$ cat src/rtl/key_sched_bidir.sv
// rtl/key_sched_bidir.sv - sequential bidirectional AES-128 key schedule, one byte-serial S-box
module key_sched_bidir (
  input  logic         i_Clk,
  input  logic         i_Rst_n,
  input  logic         i_Start,
  input  logic         i_fDec,
  input  logic [127:0] i_Key,
  input  logic         i_Next,
  output logic [127:0] o_RKey,
  output logic [3:0]   o_Round,
  output logic         o_Valid,
  output logic         o_Done,
  output logic         o_Busy
);

  typedef enum logic [1:0] {IDLE, VALID, SUB, UPD} state_t;

  state_t      state;
  logic        dir;
  logic [1:0]  cnt;
  logic [31:0] temp;

  // GF(2^8) multiply modulo x^8+x^4+x^3+x+1
  function automatic logic [7:0] gf_mul(input logic [7:0] a, input logic [7:0] b);
    logic [7:0] p;
    logic [7:0] x;
    p = 8'h00;
    x = a;
    for (int i = 0; i < 8; i++) begin
      if (b[i]) p = p ^ x;
      x = {x[6:0], 1'b0} ^ (x[7] ? 8'h1b : 8'h00);
    end
    return p;
  endfunction

  // Multiplicative inverse as a^254; maps 0 to 0 as the S-box needs
  function automatic logic [7:0] gf_inv(input logic [7:0] a);
    logic [7:0] r;
    logic [7:0] s;
    r = 8'h01;
    s = a;
    for (int i = 1; i < 8; i++) begin
      s = gf_mul(s, s);
      r = gf_mul(r, s);
    end
    return r;
  endfunction

  function automatic logic [7:0] rotl8(input logic [7:0] x, input int n);
    logic [15:0] d;
    d = {x, x} << n;
    return d[15:8];
  endfunction

  // Shared S-box; inv selects the inverse table but the schedule only uses the forward one
  function automatic logic [7:0] sbox(input logic [7:0] a, input logic inv);
    logic [7:0] v;
    if (inv) begin
      v = rotl8(a, 1) ^ rotl8(a, 3) ^ rotl8(a, 6) ^ 8'h05;
      return gf_inv(v);
    end
    v = gf_inv(a);
    return v ^ rotl8(v, 1) ^ rotl8(v, 2) ^ rotl8(v, 3) ^ rotl8(v, 4) ^ 8'h63;
  endfunction

  function automatic logic [7:0] rcon(input logic [3:0] r);
    case (r)
      4'd1:    return 8'h01;
      4'd2:    return 8'h02;
      4'd3:    return 8'h04;
      4'd4:    return 8'h08;
      4'd5:    return 8'h10;
      4'd6:    return 8'h20;
      4'd7:    return 8'h40;
      4'd8:    return 8'h80;
      4'd9:    return 8'h1b;
      4'd10:   return 8'h36;
      default: return 8'h00;
    endcase
  endfunction

  logic [31:0]  w0, w1, w2, w3;
  logic [31:0]  t_word, rot_word, rc_word;
  logic [7:0]   sub_in, sub_out;
  logic [127:0] next_key;
  logic [3:0]   next_round;
  logic         is_final, next_final;

  assign w0 = o_RKey[127:96];
  assign w1 = o_RKey[95:64];
  assign w2 = o_RKey[63:32];
  assign w3 = o_RKey[31:0];

  // Byte feed for the S-box and the next key/round, evaluated from the held key
  always_comb begin
    t_word   = dir ? (w3 ^ w2) : w3;
    rot_word = {t_word[23:0], t_word[31:24]};
    case (cnt)
      2'd0:    sub_in = rot_word[31:24];
      2'd1:    sub_in = rot_word[23:16];
      2'd2:    sub_in = rot_word[15:8];
      default: sub_in = rot_word[7:0];
    endcase
    sub_out    = sbox(sub_in, 1'b0);
    rc_word    = {rcon(dir ? o_Round : o_Round + 4'd1), 24'h0};
    next_key   = '0;
    if (dir) begin
      next_key[31:0]   = w3 ^ w2;
      next_key[63:32]  = w2 ^ w1;
      next_key[95:64]  = w1 ^ w0;
      next_key[127:96] = w0 ^ temp ^ rc_word;
    end else begin
      next_key[127:96] = w0 ^ temp ^ rc_word;
      next_key[95:64]  = w1 ^ next_key[127:96];
      next_key[63:32]  = w2 ^ next_key[95:64];
      next_key[31:0]   = w3 ^ next_key[63:32];
    end
    next_round = dir ? o_Round - 4'd1 : o_Round + 4'd1;
    is_final   = dir ? (o_Round == 4'd0) : (o_Round == 4'd10);
    next_final = dir ? (next_round == 4'd0) : (next_round == 4'd10);
  end

  // Schedule FSM; i_Start reloads from any state and overrides i_Next
  always_ff @(posedge i_Clk or negedge i_Rst_n) begin
    if (!i_Rst_n) begin
      state   <= IDLE;
      dir     <= 1'b0;
      cnt     <= 2'd0;
      temp    <= '0;
      o_RKey  <= '0;
      o_Round <= 4'd0;
      o_Valid <= 1'b0;
      o_Done  <= 1'b0;
      o_Busy  <= 1'b0;
    end else if (i_Start) begin
      state   <= VALID;
      dir     <= i_fDec;
      cnt     <= 2'd0;
      o_RKey  <= i_Key;
      o_Round <= i_fDec ? 4'd10 : 4'd0;
      o_Valid <= 1'b1;
      o_Done  <= 1'b0;
      o_Busy  <= 1'b1;
    end else begin
      case (state)
        VALID: begin
          if (i_Next && !is_final) begin
            state   <= SUB;
            cnt     <= 2'd0;
            o_Valid <= 1'b0;
            o_Done  <= 1'b0;
          end
        end
        SUB: begin
          case (cnt)
            2'd0:    temp[31:24] <= sub_out;
            2'd1:    temp[23:16] <= sub_out;
            2'd2:    temp[15:8]  <= sub_out;
            default: temp[7:0]   <= sub_out;
          endcase
          cnt <= cnt + 2'd1;
          if (cnt == 2'd3) state <= UPD;
        end
        UPD: begin
          o_RKey  <= next_key;
          o_Round <= next_round;
          o_Valid <= 1'b1;
          o_Done  <= next_final;
          state   <= VALID;
        end
        default: ;
      endcase
    end
  end

endmodule

$ cat config.mk
export PLATFORM = sky130hd
export DESIGN_NAME = key_sched_bidir
export DESIGN_NICKNAME = d
export VERILOG_FILES = /design/src/rtl/key_sched_bidir.sv
export SDC_FILE = /design/constraint.sdc
export NUM_CORES = 1
export LEC_CHECK = 0
export CAP_MARGIN = 20
export CORE_UTILIZATION = 55
export DETAILED_ROUTE_END_ITERATION = 10
export PLACE_DENSITY = 0.87
export SYNTH_ARGS = -nofsm -noshare
export SYNTH_HDL_FRONTEND = slang
export SYNTH_SLANG_ARGS = --single-unit
$ cat constraint.sdc
create_clock -name i_Clk -period 19.4 [get_ports i_Clk]
set_input_delay 3.88 -clock i_Clk [delete_from_list [all_inputs] [get_ports i_Clk]]
set_output_delay 3.88 -clock i_Clk [all_outputs]
set_load 0.005 [all_outputs]
==> qor.yml <==
status: "finished clean"
setup_viol: 0
wl_per_cell_um: 21.50
synthesis.area_mm2: 0.02669
grt_antenna_before_repair: 2
hold_viol: 0
gp_congestion: 1.014
num_vias: 26330
hold_class: "flip-flop to flip-flop"
grt_pass1_vias: 24540
synth-seq-cells: 172
drt_iter0_markers: 3191
ant_nets: 0
synth_cell_types: 111
clock-root-buffer: "clkbuf_16"
drv_slew: 0
synth-async-reset-ratio: 1.000
whs_path_depth: 1
period_share: 0.9486
grt_pass1_wl_mm: 139.7
clock_skew_ns: 0.01131
cpMostUsedCell: "xnor3_1"
die_h_um: 222.3
die_x_um: 222.3
slowest_stage: "xnor3_4"
drcViolationCount: 0
via_per_inst: 6.321
synth_edf_count: 0
numClockSinks: 172
grt_max_degree: 101
worst-setup-path-type: "flip-flop to flip-flop"
dieArea_mm2: 0.04941
worst_pin_slew_ns: 1.091
port_buffers: 267
rows: 80
initial_core_util: 0.5578
first_pass_iters: 6
grt.total_usage: 0.3531
min_period_ns: 18.40
cts_tree: "built"
maxCapViolations: 0
synth_cells: 3351
layout.nets: 3689
syn_nets: 3504
arrival_ns: 18.78
drive_above_1_share: 0.1037
dp_hpwl_mm: 66.35
clk_latency_ns: 0.47
fmax_ghz: 0.05434
core_mm2: 0.04785
area_growth_pct: 15.71
reg2reg_depth: 62
cts.clk_slew.worst_paths_ns: 0.08
post-route-util: 0.6455
gr-total-overflow: 0
ys_warn_count: 0
cts_buffers: 17
routed_wl_mm: 89.56
yosysSeqAreaShare: 0.1613
synth.avg_cell_area_um2: 7.965
synth_ff_type: "dfrtp_1"
fillerInstances: 3925
crit_path_start_kind: "flip-flop"
critPathMaxFanout: 22
worst_ep_required_time_ns: 19.78
cts_buffer_depth: 2
htreeDepth: 4
endpoint_kind: "flip-flop"
slowest_delay_ns: 0.62
slew_headroom: 0.2676
io_pins: 268
timing.hold.ws_ns: 0.4971
## sequential cells by signal (all words and copies together) (netlist names)
name	cells
state	2
o_Valid	1
dir	1
o_Done	1
cnt	2
o_RKey	128
o_Round	4
o_Busy	1
temp	32
## worst paths after layout
path	startpoint	endpoint	slack, ns
setup / recovery	cnt[1]	temp[12]	1.0
hold / removal	o_Busy	o_Busy	0.50
setup reg to reg	cnt[1]	temp[12]	1.0
hold reg to reg	o_Busy	o_Busy	0.50
max in group asynchronous	i_Rst_n	o_RKey[79]	14.33
min in group asynchronous	i_Rst_n	o_RKey[87]	3.49
## worst max-delay path, delay by kind of cell (launching register included)
kind                     cells  cell delay (ns)
AO/OA/AOI/OAI               18             4.50
XOR/XNOR                    18             6.77
adder cells (fa/ha/maj)      3             1.45
buffers and inverters        8             1.61
flip-flops                   1             0.40
AND/OR/NAND/NOR             15             3.56
## layout by cell type, fill, tap and decap left out, types with 78 or more instances in the layout
master and count:
xnor3_1 78, xor2_1 175, a21oi_1 159, dfrtp_1 171, nand2_1 437, o21ai_0 149, clkdlybuf4s50_1 265, xnor2_1 542
buf_4 112, mux2_2 84, nor2_1 408
## routing by layer
| layer | share of wire | vias up | global-route usage |
|---|---|---|---|
| met5 | 0 | - | 0 |
| met4 | 0.046 | 0 | 0.1613 |
| met3 | 0.098 | 240 | 0.05541 |
| met2 | 0.46 | 1545 | 0.5624 |
| met1 | 0.40 | 12580 | 0.4701 |
| li1 | - | 11970 | - |
## cell usage after synthesis (9+ instances only)
library cell,instances,area share
xnor3_2,9,0.0080
nand3_1,63,0.012
mux2i_1,74,0.028
buf_4,14,0.0039
and2_1,25,0.0059
nor2_1,408,0.057
ha_1,20,0.0094
o211ai_1,14,0.0039
o21ai_1,56,0.011
or3_1,21,0.0049
buf_1,26,0.0037
xor2_1,179,0.059
nor2b_1,14,0.0033
inv_1,27,0.0038
o22ai_1,30,0.0070
o21ai_0,149,0.028
a211oi_1,28,0.0079
nor3_1,76,0.014
nand2_1,438,0.062
xnor3_1,78,0.066
a22oi_1,19,0.0053
nor4_1,13,0.0030
nand2b_1,21,0.0049
buf_2,40,0.0075
clkbuf_1,130,0.018
a31oi_1,26,0.0061
nand4_1,19,0.0045
xnor2_1,550,0.18
a21oi_1,159,0.030
xor3_1,10,0.0089
and3_1,23,0.0054
a311oi_1,9,0.0030
a21boi_0,10,0.0028
xnor2_2,24,0.015
o2111ai_1,9,0.0030
o221ai_1,12,0.0039
o31ai_1,17,0.0048
a221oi_1,11,0.0036
dfrtp_1,172,0.16
mux2_2,84,0.035
## logic make-up after synthesis
group                      Yosys count  synth area share
adders and majority gates           20          0.009376
AOI/OAI and AO/OA                  688            0.1718
and+or+nand+nor                   1187            0.1981
DFF                                172            0.1613
buffers and inverters              252           0.04069
xor gates and xnor gates           870            0.3538
muxes                              162           0.06502
## what timing repair did
action                                  4_1_cts  5_1_grt
endpoints found under the setup margin        0       32
hold buffers                                  0        0
resized for setup                             0       16
setup buffers                                 0        5
## layout make-up
| cell class | count | area, µm² | area share |
|---|---|---|---|
| antenna | 2 | 5.005 | 0.0001621 |
| timing repair buffer | 380 | 3538 | 0.1146 |
| clock inverter | 13 | 192.7 | 0.006239 |
| clock buffer | 18 | 439.2 | 0.01422 |
| multi-input combinational | 2928 | 21490 | 0.6959 |
| tap | 615 | 769.5 | 0.02492 |
| inverter | 37 | 138.9 | 0.004497 |
| sequential | 172 | 4308 | 0.1395 |
## metrics by stage
stage                     cell area, µm²  cells  setup slack (ns)    TNS, ns
after floorplan                    26690   3351             2.766          0
final                              30880   4165            0.9967          0
after global placement             30070   4124             1.104          0
after global routing               30880   4165         -0.002803  -0.005585
after CTS                          30700   4156            0.5791          0
after detailed placement           30070   4125            0.7373          0
Power is not shown: default switching activity piles up to over one toggle a cycle in this logic, so the estimate is an artifact.
